==> config.mk <==
export PLATFORM = sky130hd
export DESIGN_NAME = hdpldadapt_hip_async_capture_array
export DESIGN_NICKNAME = d
export VERILOG_FILES = /design/src/rtl/hdpldadapt_async_capt_pkg.sv /design/src/rtl/hdpldadapt_async_capt_group.sv /design/src/rtl/hdpldadapt_hip_async_capture_array.sv
export SDC_FILE = /design/constraint.sdc
export NUM_CORES = 1
export LEC_CHECK = 0
export BUFFER_PORTS_ARGS = -buffer_cell sky130_fd_sc_hd__buf_4
export CAP_MARGIN = 20
export CORE_MARGIN = 2
export CORE_UTILIZATION = 51
export DETAILED_ROUTE_END_ITERATION = 12
export PLACE_DENSITY = 0.84
export REMOVE_ABC_BUFFERS = 1
export SYNTH_ARGS = -nofsm -noshare
export SYNTH_HDL_FRONTEND = slang
export SYNTH_HIERARCHICAL = 1
export SYNTH_SLANG_ARGS = --single-unit
==> constraint.sdc <==
create_clock -name tx_clock_async_tx_osc_clk -period 1.5 [get_ports tx_clock_async_tx_osc_clk]
set_clock_uncertainty 0.05 [all_clocks]
set_input_delay 0.225 -clock tx_clock_async_tx_osc_clk [delete_from_list [all_inputs] [get_ports tx_clock_async_tx_osc_clk]]
set_output_delay 0.225 -clock tx_clock_async_tx_osc_clk [all_outputs]
set_load 0.01 [all_outputs]
==> src/rtl/hdpldadapt_async_capt_pkg.sv <==
// Shared types and helpers for the HIP-to-AIB async capture array.
// Holds the per-group state encoding, counter sizing and reset defaults.
package hdpldadapt_async_capt_pkg;

    typedef enum logic {
        ST_IDLE = 1'b0,
        ST_PEND = 1'b1
    } capt_state_e;

    localparam logic DEF_FSR_RST_BIT = 1'b0;
    localparam logic DEF_SSR_RST_BIT = 1'b1;

    // Width needed to hold 0..stable_cycles
    function automatic int cnt_w(input int stable_cycles);
        return $clog2(stable_cycles + 1);
    endfunction

endpackage

==> src/rtl/hdpldadapt_async_capt_group.sv <==
// One capture group: sync chain, stability counter, IDLE/PEND FSM,
// held snapshot register and (with HDPLDADAPT_ASYNC_CAPT_CHG_EN) change flag.
module hdpldadapt_async_capt_group
    import hdpldadapt_async_capt_pkg::*;
#(
    parameter int         W             = 8,
    parameter int         SYNC_STAGE    = 4,
    parameter int         STABLE_CYCLES = 2,
    parameter logic [W-1:0] RST_VAL     = {W{1'b1}}
) (
    input  logic         i_clk,
    input  logic         i_rst_n,
    input  logic [W-1:0] i_data,
    input  logic         i_load,
    input  logic         i_bypass,
    output logic [W-1:0] o_data,
    output logic         o_pending
`ifdef HDPLDADAPT_ASYNC_CAPT_CHG_EN
    ,
    output logic         o_chg
`endif
);

    localparam int CW = cnt_w(STABLE_CYCLES);
    localparam logic [CW-1:0] SAT = CW'(STABLE_CYCLES);

    logic [W-1:0]  r_sync [SYNC_STAGE];
    logic [W-1:0]  r_prev;
    logic [W-1:0]  r_data;
    logic [CW-1:0] r_cnt;
    capt_state_e   r_state;

    logic [W-1:0]  w_sync;
    logic          w_changed;
    logic [CW-1:0] w_cnt_nxt;
    logic          w_stable;
    capt_state_e   w_state_nxt;
    logic          w_capture;

    assign w_sync    = r_sync[SYNC_STAGE-1];
    assign w_changed = (w_sync != r_prev);

    // Synchroniser chain into the osc-clock domain
    always_ff @(posedge i_clk or negedge i_rst_n) begin
        if (!i_rst_n) begin
            for (int i = 0; i < SYNC_STAGE; i++) begin
                r_sync[i] <= RST_VAL;
            end
        end else begin
            r_sync[0] <= i_data;
            for (int i = 1; i < SYNC_STAGE; i++) begin
                r_sync[i] <= r_sync[i-1];
            end
        end
    end

    // Previous-cycle synchronised value, for change detection
    always_ff @(posedge i_clk or negedge i_rst_n) begin
        if (!i_rst_n) begin
            r_prev <= RST_VAL;
        end else begin
            r_prev <= w_sync;
        end
    end

    // A change clears the run length in the same cycle it is seen
    always_comb begin
        w_cnt_nxt = r_cnt;
        if (w_changed) begin
            w_cnt_nxt = '0;
        end else if (r_cnt != SAT) begin
            w_cnt_nxt = r_cnt + 1'b1;
        end
    end

    assign w_stable = (w_cnt_nxt == SAT);

    // Saturating run-length counter of unchanged cycles
    always_ff @(posedge i_clk or negedge i_rst_n) begin
        if (!i_rst_n) begin
            r_cnt <= '0;
        end else begin
            r_cnt <= w_cnt_nxt;
        end
    end

    // FSM state register
    always_ff @(posedge i_clk or negedge i_rst_n) begin
        if (!i_rst_n) begin
            r_state <= ST_IDLE;
        end else begin
            r_state <= w_state_nxt;
        end
    end

    // FSM next state: park unstable loads, release on stability or bypass
    always_comb begin
        w_state_nxt = r_state;
        unique case (r_state)
            ST_IDLE: begin
                if (i_load && !i_bypass && !w_stable) begin
                    w_state_nxt = ST_PEND;
                end
            end
            ST_PEND: begin
                if (i_bypass || w_stable) begin
                    w_state_nxt = ST_IDLE;
                end
            end
        endcase
    end

    // FSM output: when to take the synchronised value
    always_comb begin
        w_capture = 1'b0;
        unique case (r_state)
            ST_IDLE: w_capture = i_load && (i_bypass || w_stable);
            ST_PEND: w_capture = i_bypass || w_stable;
        endcase
    end

    // Held snapshot, updated only on a capture
    always_ff @(posedge i_clk or negedge i_rst_n) begin
        if (!i_rst_n) begin
            r_data <= RST_VAL;
        end else if (w_capture) begin
            r_data <= w_sync;
        end
    end

    assign o_data    = r_data;
    assign o_pending = (r_state == ST_PEND);

`ifdef HDPLDADAPT_ASYNC_CAPT_CHG_EN
    logic r_chg;

    // Change flag: set on a differing capture, cleared by the next load
    always_ff @(posedge i_clk or negedge i_rst_n) begin
        if (!i_rst_n) begin
            r_chg <= 1'b0;
        end else if (w_capture && (w_sync != r_data)) begin
            r_chg <= 1'b1;
        end else if (i_load) begin
            r_chg <= 1'b0;
        end
    end

    assign o_chg = r_chg;
`endif

endmodule

==> src/rtl/hdpldadapt_hip_async_capture_array.sv <==
// HIP-to-AIB async capture array: fast and slow SR snapshots in the osc domain.
// Optional per-group change flags with HDPLDADAPT_ASYNC_CAPT_CHG_EN.
module hdpldadapt_hip_async_capture_array
    import hdpldadapt_async_capt_pkg::*;
#(
    parameter int FSR_WIDTH     = 4,
    parameter int SSR_WIDTH     = 40,
    parameter int SSR_GROUP     = 8,
    parameter int SYNC_STAGE    = 4,
    parameter int STABLE_CYCLES = 2,
    parameter logic [FSR_WIDTH-1:0] FSR_RST_VAL = {FSR_WIDTH{DEF_FSR_RST_BIT}},
    parameter logic [SSR_WIDTH-1:0] SSR_RST_VAL = {SSR_WIDTH{DEF_SSR_RST_BIT}},
    localparam int NGRP = SSR_WIDTH / SSR_GROUP
) (
    input  logic                 tx_clock_async_tx_osc_clk,
    input  logic                 tx_reset_async_tx_osc_clk_rst_n,
    input  logic [FSR_WIDTH-1:0] hip_aib_fsr_in,
    input  logic [SSR_WIDTH-1:0] hip_aib_ssr_in,
    input  logic                 tx_async_fabric_hssi_fsr_load,
    input  logic                 tx_async_fabric_hssi_ssr_load,
    input  logic [NGRP-1:0]      r_ssr_polling_bypass,
    output logic [FSR_WIDTH-1:0] hip_aib_async_fsr_in,
    output logic [SSR_WIDTH-1:0] hip_aib_async_ssr_in,
    output logic [NGRP-1:0]      ssr_capt_pending
`ifdef HDPLDADAPT_ASYNC_CAPT_CHG_EN
    ,
    output logic [NGRP-1:0]      ssr_chg
`endif
);

    logic [FSR_WIDTH-1:0] w_fsr_pend_unused;
`ifdef HDPLDADAPT_ASYNC_CAPT_CHG_EN
    logic [FSR_WIDTH-1:0] w_fsr_chg_unused;
`endif

    // Fast path: one bypassed single-bit group per bit
    for (genvar i = 0; i < FSR_WIDTH; i++) begin : g_fsr
        hdpldadapt_async_capt_group #(
            .W             (1),
            .SYNC_STAGE    (SYNC_STAGE),
            .STABLE_CYCLES (STABLE_CYCLES),
            .RST_VAL       (FSR_RST_VAL[i])
        ) u_fsr (
            .i_clk     (tx_clock_async_tx_osc_clk),
            .i_rst_n   (tx_reset_async_tx_osc_clk_rst_n),
            .i_data    (hip_aib_fsr_in[i]),
            .i_load    (tx_async_fabric_hssi_fsr_load),
            .i_bypass  (1'b1),
            .o_data    (hip_aib_async_fsr_in[i]),
            .o_pending (w_fsr_pend_unused[i])
`ifdef HDPLDADAPT_ASYNC_CAPT_CHG_EN
            ,
            .o_chg     (w_fsr_chg_unused[i])
`endif
        );
    end

    // Slow path: independent stability-qualified groups
    for (genvar g = 0; g < NGRP; g++) begin : g_ssr
        hdpldadapt_async_capt_group #(
            .W             (SSR_GROUP),
            .SYNC_STAGE    (SYNC_STAGE),
            .STABLE_CYCLES (STABLE_CYCLES),
            .RST_VAL       (SSR_RST_VAL[g*SSR_GROUP +: SSR_GROUP])
        ) u_ssr (
            .i_clk     (tx_clock_async_tx_osc_clk),
            .i_rst_n   (tx_reset_async_tx_osc_clk_rst_n),
            .i_data    (hip_aib_ssr_in[g*SSR_GROUP +: SSR_GROUP]),
            .i_load    (tx_async_fabric_hssi_ssr_load),
            .i_bypass  (r_ssr_polling_bypass[g]),
            .o_data    (hip_aib_async_ssr_in[g*SSR_GROUP +: SSR_GROUP]),
            .o_pending (ssr_capt_pending[g])
`ifdef HDPLDADAPT_ASYNC_CAPT_CHG_EN
            ,
            .o_chg     (ssr_chg[g])
`endif
        );
    end

endmodule

After elaboration in Yosys (flattened, before gate mapping)
Index checks and enable logic that the tools add are counted.
{"block": "totals", "reg_bits": 275, "latchBits": 0, "ram_bits": 0, "romBits": 0, "input_bits": 53, "output_inout_bits": 49, "word_cells": 145, "mem_count": 0}
{"block": "op_classes", "n_addsub": 5, "multipliers": 0, "div_mod_pow": 0, "magnitude_cmp": 0, "eq_ne": 15, "shifts": 0, "mux": 30, "bitwise_logic": 5, "n_reduce_logical": 30}
{"op": "8-bit != test", "count": 5}
{"op": "2-bit 2-to-1 mux", "count": 10}
{"op": "1-bit one-hot mux with 2 select lines", "count": 10}
{"op": "1-bit logical AND", "count": 15}
{"op": "2-bit by 1-bit adder with 2-bit output (second input constant)", "count": 5}
{"op": "2-bit equality test (second input constant)", "count": 5}
{"op": "1-bit logical NOT", "count": 10}
{"op": "1-bit 2-to-1 mux", "count": 10}
{"op": "2-bit != test (second input constant)", "count": 5}
{"op": "1-bit logical OR", "count": 5}
{"op": "1-bit inverter", "count": 5}

Longest topological paths before layout
Gate-level depths: netlist (run 1).
{"block": "logic_depth", "depth_word": 8, "depth_mapped": 7, "mapped_depth_nobuf": 6}

Hierarchy
Netlist (run 1), hierarchy kept.
{"module": "hdpldadapt_async_capt_group at g_ssr[0].u_ssr ...", "instances": 5, "cells_each": 133, "area_each_um2": 1899.3, "seq_area_each_um2": 1336.3}
{"module": "hdpldadapt_async_capt_group at g_fsr[0].u_fsr ...", "instances": 4, "cells_each": 23, "area_each_um2": 319.1, "seq_area_each_um2": 225.2}
{"module": "hdpldadapt_hip_async_capture_array", "instances": 1, "cells_each": 1, "area_each_um2": 3.8, "seq_area_each_um2": 0.0}

Least setup slack after synthesis (run 1)
OpenSTA, ideal clock, no wires.
{"block": "synth_timing", "path_kind": "reg-to-reg", "startpoint": "register g_fsr[0].u_fsr/r_cnt[0] (netlist name)", "endpoint": "register g_fsr[0].u_fsr.r_data", "setup_time_ps": 128, "t_arrival_ps": 1359, "required_time_ps": 1322, "setup_slack_ps": -37, "stages_incl_launch_ff": 6, "path_buffers": 0, "synth_period_minus_slack_ps": 1537, "path_cell_list": "dfrtp_1 -> inv_1 -> ha_1 -> or2b_1 -> o31ai_1 -> mux2_1"}
{"element": "to (signal assigned)", "line": "hdpldadapt_async_capt_group.sv:127", "rtl": "r_data <= w_sync;"}
{"element": "to (decl)", "line": "hdpldadapt_async_capt_group.sv:29", "rtl": "logic [W-1:0] r_data;"}

==> results of run 1 <==
critical path, cell delays in order (launching register included):
cell and delay [ns]:
dfrtp_1 0.36, inv_2 0.06, ha_4 0.25, or2b_1 0.26, o31ai_2 0.26, mux2_4 0.32
metrics by stage:
stage                     hold slack, ns  instance area (sq um)  utilization
after floorplan                   -0.121                  10600            -
after global placement            0.0435                  12300        0.589
after detailed placement          0.0432                  12300        0.589
after CTS                         0.0706                  14000        0.668
after global routing              0.0850                  14300        0.687
final                             0.0886                  14300        0.687
area by class of cell:
type / count / area, sq um
antenna: 4 / 10.0
clock inverter: 13 / 183
timing repair buffer: 250 / 2210
sequential: 291 / 7580
inverter: 18 / 67.6
multi-input combinational: 427 / 3150
fill: 1403 / 6540
tap: 275 / 344
clock buffer: 38 / 800
power by group through the flow:
stage               registers [mW]  logic [mW]  clock network (mW)
finish                        9.08        2.39                7.36
global route                  9.14        2.63                7.91
CTS                           9.09        2.11                7.57
detailed placement            9.20        1.93                   0
global placement              9.16        1.83                   0
floorplan                     9.21       0.911                   0
sequential cells by signal, indices dropped and copies added, names as in the netlist:
register	count
g_fsr.u_fsr/o_data	4
g_fsr.u_fsr/o_pending	4
g_fsr.u_fsr/r_cnt	8
g_fsr.u_fsr/r_prev	4
g_fsr.u_fsr/r_sync	12
g_fsr.u_fsr/w_sync	4
g_ssr.u_ssr/o_data	40
g_ssr.u_ssr/o_pending	5
g_ssr.u_ssr/r_cnt	10
g_ssr.u_ssr/r_prev	40
g_ssr.u_ssr/r_sync	120
g_ssr.u_ssr/w_sync	40
logic make-up (layout without fill, tap and decap cells):
kind of cell | count (synthesis) | after routing | share of synthesized area
DFF | 291 | 291 | 0.704
and+or+nand+nor | 224 | 225 | 0.121
AOI/OAI and AO/OA | 133 | 133 | 0.0987
xor gates and xnor gates | 48 | 48 | 0.0390
buffers and inverters | 48 | 319 | 0.0231
adders and majority gates | 9 | 9 | 0.0104
muxes | 4 | 4 | 0.00418
other | 1 | 12 | 0.000348
Yosys cell counts:
| cell type | n |
|---|---|
| dfrtp_1 | 51 |
| nor2_1 | 8 |
| dfstp_2 | 240 |
| a21oi_1 | 40 |
| a211oi_2 | 5 |
| o211ai_2 | 40 |
| conb_1 | 1 |
| and2b_1 | 5 |
| buf_6 | 5 |
| o31ai_1 | 4 |
| xnor2_1 | 4 |
| or2_1 | 5 |
| inv_1 | 18 |
| nor4_2 | 10 |
| nand2_1 | 40 |
| nand2b_1 | 40 |
| nand3_1 | 40 |
| or2b_1 | 4 |
| nor2_2 | 5 |
| mux2_1 | 4 |
| xor2_1 | 44 |
| and2_1 | 13 |
| buf_2 | 25 |
| ha_1 | 9 |
| nor3_1 | 4 |
| o22ai_1 | 40 |
| o21ai_0 | 4 |
| and3_1 | 50 |
metal layers:
layer / track usage / vias up / share of wire / wire, um
li1: - / 3155 / - / -
met1: 0.236 / 3367 / 0.41 / 8530
met2: 0.312 / 187 / 0.52 / 10800
met4: 0.0533 / 0 / 0.026 / 541
met5: 0 / - / 0 / 0
met3: 0.0373 / 52 / 0.049 / 1030
repair_timing:
item,CTS,global route
cloned,2,4
pin swaps,21,33
endpoints found under the setup margin,56,86
hold buffers,50,0
resized for setup,24,36
setup buffers,8,25
hold endpoints to repair,124,0
worst max path at each step:
stage | start | end | slack, ns | cells after the start
finish | g_fsr[3].u_fsr/r_cnt[1] | g_fsr[3].u_fsr/o_data | -0.18 | 5
global placement | g_fsr[0].u_fsr/r_cnt[0] | g_fsr[0].u_fsr/o_data | -0.12 | 5
CTS | g_fsr[3].u_fsr/r_cnt[1] | g_fsr[3].u_fsr/o_data | -0.17 | 5
global route | g_fsr[3].u_fsr/r_cnt[1] | g_fsr[3].u_fsr/o_data | -0.24 | 5
floorplan | g_ssr[0].u_ssr/w_sync[7] | g_ssr[0].u_ssr/o_pending | -0.47 | 4
detailed placement | g_fsr[3].u_fsr/r_cnt[1] | g_fsr[3].u_fsr/o_data | -0.20 | 5
==> impl_metrics.yaml, run 1 <==
sta:
  setup_violations: 29
  finalCritPeriodShare: 1.12
  hold_viol: 0
  finalSetupTns_ns: -1.70
  drv_slew: 0
  layout_setup_ws_ns: -0.180
  rsz0062_at_grt: "yes"
  min_period_ns: 1.68
  fmax_ghz: 0.595
global_route:
  grt_start_max_net_pins: 73
  antenna_found_initial: 3
  grt_pass1_wl_mm: 33.0
  overflow: 0
  grt_pass1_vias: 6844
  track_usage: 0.182
drt:
  drt-vias-per-instance: 5.14
  wl_per_cell_um: 15.9
  remaining_drc_errors: 0
  firstDrtPassIters: 5
  antenna_left: 0
  via_count: 6761
  first_iter_violations: 320
  wirelength_mm: 20.9
floorplanning:
  core_area_sq_um: 20900
  die_w_um: 149
  die_area_sq_um: 22300
  start_util: 0.516
  io_pins: 102
  std_cell_rows: 53
  die_h_um: 149
critical_path:
  r2r_slack_ns: -0.18
  r2r_start: "g_fsr[3].u_fsr/r_cnt[1]"
  crit_fanout: 2
  r2r-end: "g_fsr[3].u_fsr/o_data"
  critPathKind: "reg2reg"
  worstPathRequired_ns: 1.87
  endpoint_kind: "register"
  ff2ff_path_depth: 5
  arrival_ns: 2.05
  startpoint_type: "register"
power_and_ir_drop:
  power.clock.fraction: 0.391
  power.internal_mw: 14.4
  comb_power_share: 0.127
  power.net_switching_mw: 4.41
  pwr-share-seq: 0.482
  power.density_nw_per_um2: 1310
  cellLeakagePower_nw: 6.12
  sw_frac_of_total: 0.234
  power.total_mw: 18.8
  vdd_drop_max_uv: 1230
run:
  drv_cap: 0
placed_design:
  place_ws_ns: -0.200
  hpwl_mm: 11.7
  io_buffers: 101
  place_congestion: 0.780
  dp_cells: 1175
cells_and_area:
  nNetsFinal: 1079
  syn_to_final_growth_pct: 33.1
  final_common_cell: "dfstp_2"
  layout_common_cells: "240 x dfstp_2, 172 x buf_4, 51 x dfrtp_1"
  drive_gt1_frac: 0.553
  stdcell_count: 1316
synth:
  ys_seq_area_frac: 0.704
  synth_cells: 758
  yosys_warnings: 6
  ys_types: 28
  synth_top_area_share: 0.585
  synth_top_cell_by_area: "dfstp_2"
  postSynthAreaPerCell_sq_um: 14.2
  syn-cell-area_sq_um: 10800
  synth.area.top_cells: "dfstp_2 59%, dfrtp_1 12%, o211ai_2 4.6%, xor2_1 3.6%, and3_1 2.9%"
  synth-seq-cells: 291
clock_tree:
  h-tree-depth: 1
  tritoncts: "built"
  cts-buffers-inserted: 29
  clock-sinks: 291
  cts_max_path_buffers: 3
  clock_latency_ns: 0.53
  path_clk_slew_ns: 0.06
  cts-root-buf: "clkbuf_16"
status:
  violations: "negative setup slack"
  status: "finished with violations"
worst_hold_path:
  hp-class: "in2async"
(Power assumes the default switching activity.)
==> inputs of run 2 (changes only) <==
- BUFFER_PORTS_ARGS: -buffer_cell sky130_fd_sc_hd__buf_4 -> -buffer_cell sky130_fd_sc_hd__buf_2
- PLACE_DENSITY: 0.84 -> 0.81
- clock period: 1.5 -> 1.95 ns (I/O delays scaled with it)
==> run 2 against run 1 <==
Compared with the run above: the run now ends clean; clock power shrank 20%; largest power group unchanged; combinational power shrank 42%; global-route usage shrank 1.0 points.
==> impl_metrics.yaml, run 2 (synthesis gave the netlist of run 1 again) <==
status:
  status: "complete, no violations"
global_route:
  grt_start_max_net_pins: 60
  antenna_found_initial: 0
  overflow: 0
  grt_pass1_vias: 6400
  grt_pass1_wl_mm: 31.2
  track_usage: 0.172
placed_design:
  place_congestion: 0.783
  dp_cells: 1142
  postPlaceCellArea_sq_um: 11800
  io_buffers: 101
  hpwl_mm: 11.3
cells_and_area:
  final_cell_area_sq_um: 13300
  final_common_cell: "dfstp_2"
  stdcell_count: 1240
  layout_common_cells: "240 x dfstp_2, 100 x buf_2, 51 x dfrtp_1"
  top_register: "g_ssr.u_ssr/r_sync"
  diodes: 0
  nNetsFinal: 1005
  drive_gt1_frac: 0.498
  syn_to_final_growth_pct: 23.1
  postLayoutCoreUtil: 0.635
  largest_register_ffs: 120
critical_path:
  crit_fanout: 17
  startpoint_type: "register"
  cp_slowest_cell: "and2b_1"
  r2r_slack_ns: 0.20
  worstPathRequired_ns: 2.35
  ff2ff_path_depth: 6
  r2r_start: "g_ssr[4].u_ssr/r_cnt[1]"
  r2r-end: "g_ssr[4].u_ssr/o_data[7]"
  critPathKind: "reg2reg"
  endpoint_kind: "register"
  max_stage_delay_ns: 0.47
  cp_cell_sequence: "inv_1 -> ha_1 -> and2b_1 -> o22ai_1 -> a21oi_1 -> o211ai_2"
  arrival_ns: 2.15
power_and_ir_drop:
  vdd_drop_max_uv: 875
  power.density_nw_per_um2: 1070
  power.total_mw: 14.3
  cellLeakagePower_nw: 5.64
sta:
  worst_pin_slew_ns: 0.583
  fmax_ghz: 0.572
  setup_violations: 0
  rsz0062_at_grt: "no"
  drv_slew: 0
  hold_viol: 0
  finalSetupTns_ns: 0
  max_slew_margin: 0.611
  min_period_ns: 1.75
  finalCritPeriodShare: 0.896
drt:
  wl_per_cell_um: 15.0
  via_count: 6324
  firstDrtPassIters: 5
  first_iter_violations: 257
  antenna_left: 0
  drt-vias-per-instance: 5.10
  wirelength_mm: 18.6
  remaining_drc_errors: 0
clock_tree:
  tritoncts: "built"
  h-tree-depth: 1
  cts-buffers-inserted: 29
  cts_resized: 0
  cts-root-buf: "clkbuf_16"
  cts_max_path_buffers: 3
  clock-sinks: 291
  path_clk_slew_ns: 0.06
  clock_latency_ns: 0.53
floorplanning:
  start_util: 0.516
  std_cell_rows: 53
  die_w_um: 149
  die_area_sq_um: 22300
  die_h_um: 149
  io_pins: 102
  core_area_sq_um: 20900
run:
  drv_cap: 0
worst_hold_path:
  holdPathStages: 2
  hp-class: "in2reg"
  worstHoldStart: "r_ssr_polling_bypass[3]"
  min_to: "g_ssr[3].u_ssr/o_pending"
==> run 2: final cells by class <==
type / instances / area [sq um]
clock buffers: 40 / 837
clock inverters: 13 / 204
fillers: 1536 / 7620
inverters: 18 / 67.6
multi-input cells: 426 / 2970
flip-flops and latches: 291 / 7580
well taps: 275 / 344
repair buffers: 177 / 1260
==> run 2: worst max-delay path, delay by kind of cell, from the launching register on <==
family | cells | cell delay [ns]
fa+ha+maj | 1 | 0.27
flops | 1 | 0.32
compound gates | 3 | 0.51
simple gates | 1 | 0.47
buf+inv | 1 | 0.04
==> run 2: repair_timing <==
action	in CTS	in global routing
hold buffers	45	0
setup buffers	0	0
hold endpoints to repair	63	0
endpoints found under the setup margin	0	0
==> run 2: report_power, final <==
part,switching (mW),internal [mW]
clock,2.23,3.66
combinational,0.748,0.634
sequential,0.254,6.74
==> run 2: how the worst max path moves through the flow <==
stage / slack, ns / endpoint / cells past startpoint / from
floorplan: -0.02 / g_ssr[0].u_ssr/o_pending / 4 / g_ssr[0].u_ssr/w_sync[7]
finish: 0.20 / g_ssr[4].u_ssr/o_data[7] / 6 / g_ssr[4].u_ssr/r_cnt[1]
detailed placement: 0.26 / g_ssr[4].u_ssr/o_data[7] / 6 / g_ssr[4].u_ssr/r_cnt[0]
CTS: 0.23 / g_ssr[4].u_ssr/o_data[7] / 6 / g_ssr[4].u_ssr/r_cnt[0]
global route: 0.08 / g_ssr[2].u_ssr/o_data[1] / 6 / g_ssr[2].u_ssr/r_cnt[0]
global placement: 0.30 / g_ssr[4].u_ssr/o_data[4] / 6 / g_ssr[4].u_ssr/r_cnt[0]
==> run 2: metrics by stage <==
| stage | worst slack (ns) | hold slack [ns] |
|---|---|---|
| after global routing | 0.0819 | 0.0700 |
| after CTS | 0.225 | 0.0123 |
| after global placement | 0.304 | 0.226 |
| after floorplan | -0.0209 | -0.0531 |
| after detailed placement | 0.262 | 0.233 |
| final | 0.202 | 0.0492 |
==> run 2: layer usage <==
layer | wire length, um | part of all wire | track usage
met5 | 0 | 0 | 0
met4 | 456 | 0.024 | 0.0538
met3 | 873 | 0.047 | 0.0315
met2 | 9010 | 0.48 | 0.283
met1 | 8280 | 0.44 | 0.234
==> inputs of run 3 (changes only) <==
- PLACE_DENSITY: 0.81 -> 0.73
- SYNTH_HIERARCHICAL: 1 -> unset
==> run 3 against run 2 <==
Compared with the run above: sequential power down 6.6%; via count decreased by 6.0%; combinational power shrank 30%; non-clock buffer count fell by 10; wire length is 4.3% lower; critical path type unchanged; critical endpoint is now g_ssr[0].u_ssr.o_data[5]; largest cell class unchanged; highest routed layer unchanged.
==> impl_metrics.yaml, run 3 <==
status:
  status: "complete, no violations"
drt:
  first_iter_violations: 347
  remaining_drc_errors: 0
  drt-vias-per-instance: 5.24
  firstDrtPassIters: 5
  antenna_left: 0
  wl_per_cell_um: 15.7
  wirelength_mm: 17.8
  via_count: 5944
cells_and_area:
  postLayoutCoreUtil: 0.637
  syn_to_final_growth_pct: 22.1
  stdcell_count: 1134
  drive_gt1_frac: 0.475
  final_cell_area_sq_um: 12000
  final_common_cell: "dfstp_2"
  layout_common_cells: "240 x dfstp_2, 100 x buf_2, 50 x and3_1"
  top_register: "g_ssr.u_ssr.r_sync"
  largest_register_ffs: 120
  nNetsFinal: 913
  diodes: 0
synth:
  synth_flop_cell: "dfstp_2"
  synth-seq-cells: 275
  synth_common_cells: "240 x dfstp_2, 50 x and3_1"
  syn-cell-area_sq_um: 9820
  synth_edf_count: 0
  synth.area.top_cells: "dfstp_2 64%, dfrtp_1 8.9%, xor2_1 3.6%, and3_1 3.2%, o211ai_1 3.1%"
  synthArstFlopShare: 1.00
  synth.most_common_cell: "dfstp_2"
  synth_top_cell_by_area: "dfstp_2"
  synth_top_area_share: 0.642
  postSynthAreaPerCell_sq_um: 14.1
  ys_types: 23
  synth_cells: 699
  ys_seq_area_frac: 0.731
  yosys_warnings: 0
worst_hold_path:
  hp-class: "in2reg"
  min_to: "g_fsr[3].u_fsr.o_data"
  holdPathStages: 2
  worstHoldStart: "tx_async_fabric_hssi_fsr_load"
global_route:
  grt_pass1_wl_mm: 29.6
  grt_start_max_net_pins: 63
  track_usage: 0.179
  grt_pass1_vias: 6042
  overflow: 0
  antenna_found_initial: 0
critical_path:
  r2r_slack_ns: 0.20
  r2r_start: "g_ssr[0].u_ssr.w_sync[0]"
  crit_fanout: 9
  critPathKind: "reg2reg"
  arrival_ns: 2.12
  r2r-end: "g_ssr[0].u_ssr.o_data[5]"
  endpoint_kind: "register"
  worstPathRequired_ns: 2.32
  startpoint_type: "register"
  ff2ff_path_depth: 4
sta:
  setup_violations: 0
  layout_setup_ws_ns: 0.204
  drv_slew: 0
  hold_viol: 0
  max_slew_margin: 0.667
  holdWs_ns: 0.0465
  finalSetupTns_ns: 0
  worst_pin_slew_ns: 0.499
  rsz0062_at_grt: "no"
  finalCritPeriodShare: 0.895
  fmax_ghz: 0.573
  min_period_ns: 1.75
power_and_ir_drop:
  vdd_drop_max_uv: 774
  cellLeakagePower_nw: 5.04
  power.density_nw_per_um2: 1060
  power.total_mw: 12.8
floorplanning:
  start_util: 0.522
  die_area_sq_um: 20400
  core_area_sq_um: 18800
  die_w_um: 143
  die_h_um: 143
  io_pins: 102
  std_cell_rows: 50
clock_tree:
  cts-root-buf: "clkbuf_16"
  cts-buffers-inserted: 27
  cts_max_path_buffers: 3
  path_clk_slew_ns: 0.07
  post_cts_buffers: 0
  tritoncts: "built"
  clock_latency_ns: 0.51
  cts_resized: 0
  clock-sinks: 275
  h-tree-depth: 1
run:
  drv_cap: 0
placed_design:
  dp_cells: 1041
  io_buffers: 101
  hpwl_mm: 10.7
  place_congestion: 0.848
  place_ws_ns: 0.224
  postPlaceCellArea_sq_um: 10600
## run 3: cell families (layout without fill, tap and decap cells)
group	Yosys count	in the layout	share of synthesized area
flip-flops	275	275	0.731
AND/OR/NAND/NOR	200	200	0.115
AO/OA/AOI/OAI	125	125	0.0802
buffers and inverters	50	225	0.0274
XOR/XNOR	40	40	0.0357
adder cells (fa/ha/maj)	5	5	0.00637
multiplexers	4	4	0.00458
## run 3: layout make-up
class	instances	area, sq um
Clock buffer	35	746
Clock inverter	13	174
Fill cell	1351	6830
Inverter	10	37.5
Multi-Input combinational cell	374	2370
Sequential cell	275	7180
Tap cell	260	325
Timing Repair Buffer	167	1160
## run 3: worst max path at each step
stage                              from                  endpoint  slack (ns)  depth (start not counted)
2_1_floorplan  g_ssr[0].u_ssr.w_sync[7]  g_ssr[0].u_ssr.o_pending       -0.17                          4
3_3_place_gp   g_ssr[4].u_ssr.w_sync[6]  g_ssr[4].u_ssr.o_pending        0.28                          4
3_5_place_dp   g_ssr[4].u_ssr.w_sync[6]  g_ssr[4].u_ssr.o_pending        0.22                          4
4_1_cts        g_ssr[0].u_ssr.w_sync[0]  g_ssr[0].u_ssr.o_data[5]        0.22                          4
5_1_grt        g_ssr[2].u_ssr.w_sync[5]  g_ssr[2].u_ssr.o_pending        0.07                          4
6_report       g_ssr[0].u_ssr.w_sync[0]  g_ssr[0].u_ssr.o_data[5]        0.20                          4
## run 3: critical path: stages (launching register included)
cell and delay (ns):
dfstp_2 0.58, xor2_1 0.08, nor4_1 0.36, and2_1 0.41, o211ai_1 0.18
## run 3: repair_timing
action	in CTS	in global routing
endpoints found under the hold margin	82	0
hold buffers	45	0
endpoints found under the setup margin	0	0
## run 3: routing by layer
metal / track usage / part of all wire / vias up
met5: 0 / 0 / -
met4: 0.0620 / 0.024 / 0
met3: 0.0362 / 0.056 / 38
met2: 0.304 / 0.51 / 211
met1: 0.231 / 0.41 / 2955
li1: - / - / 2740
## run 3: report_power, final
| part | total, mW | switching, mW | internal, mW |
|---|---|---|---|
| logic | 0.961 | 0.537 | 0.425 |
| registers | 6.53 | 0.223 | 6.31 |
| clock network | 5.26 | 2.04 | 3.22 |
| total | 12.8 | 2.80 | 9.95 |
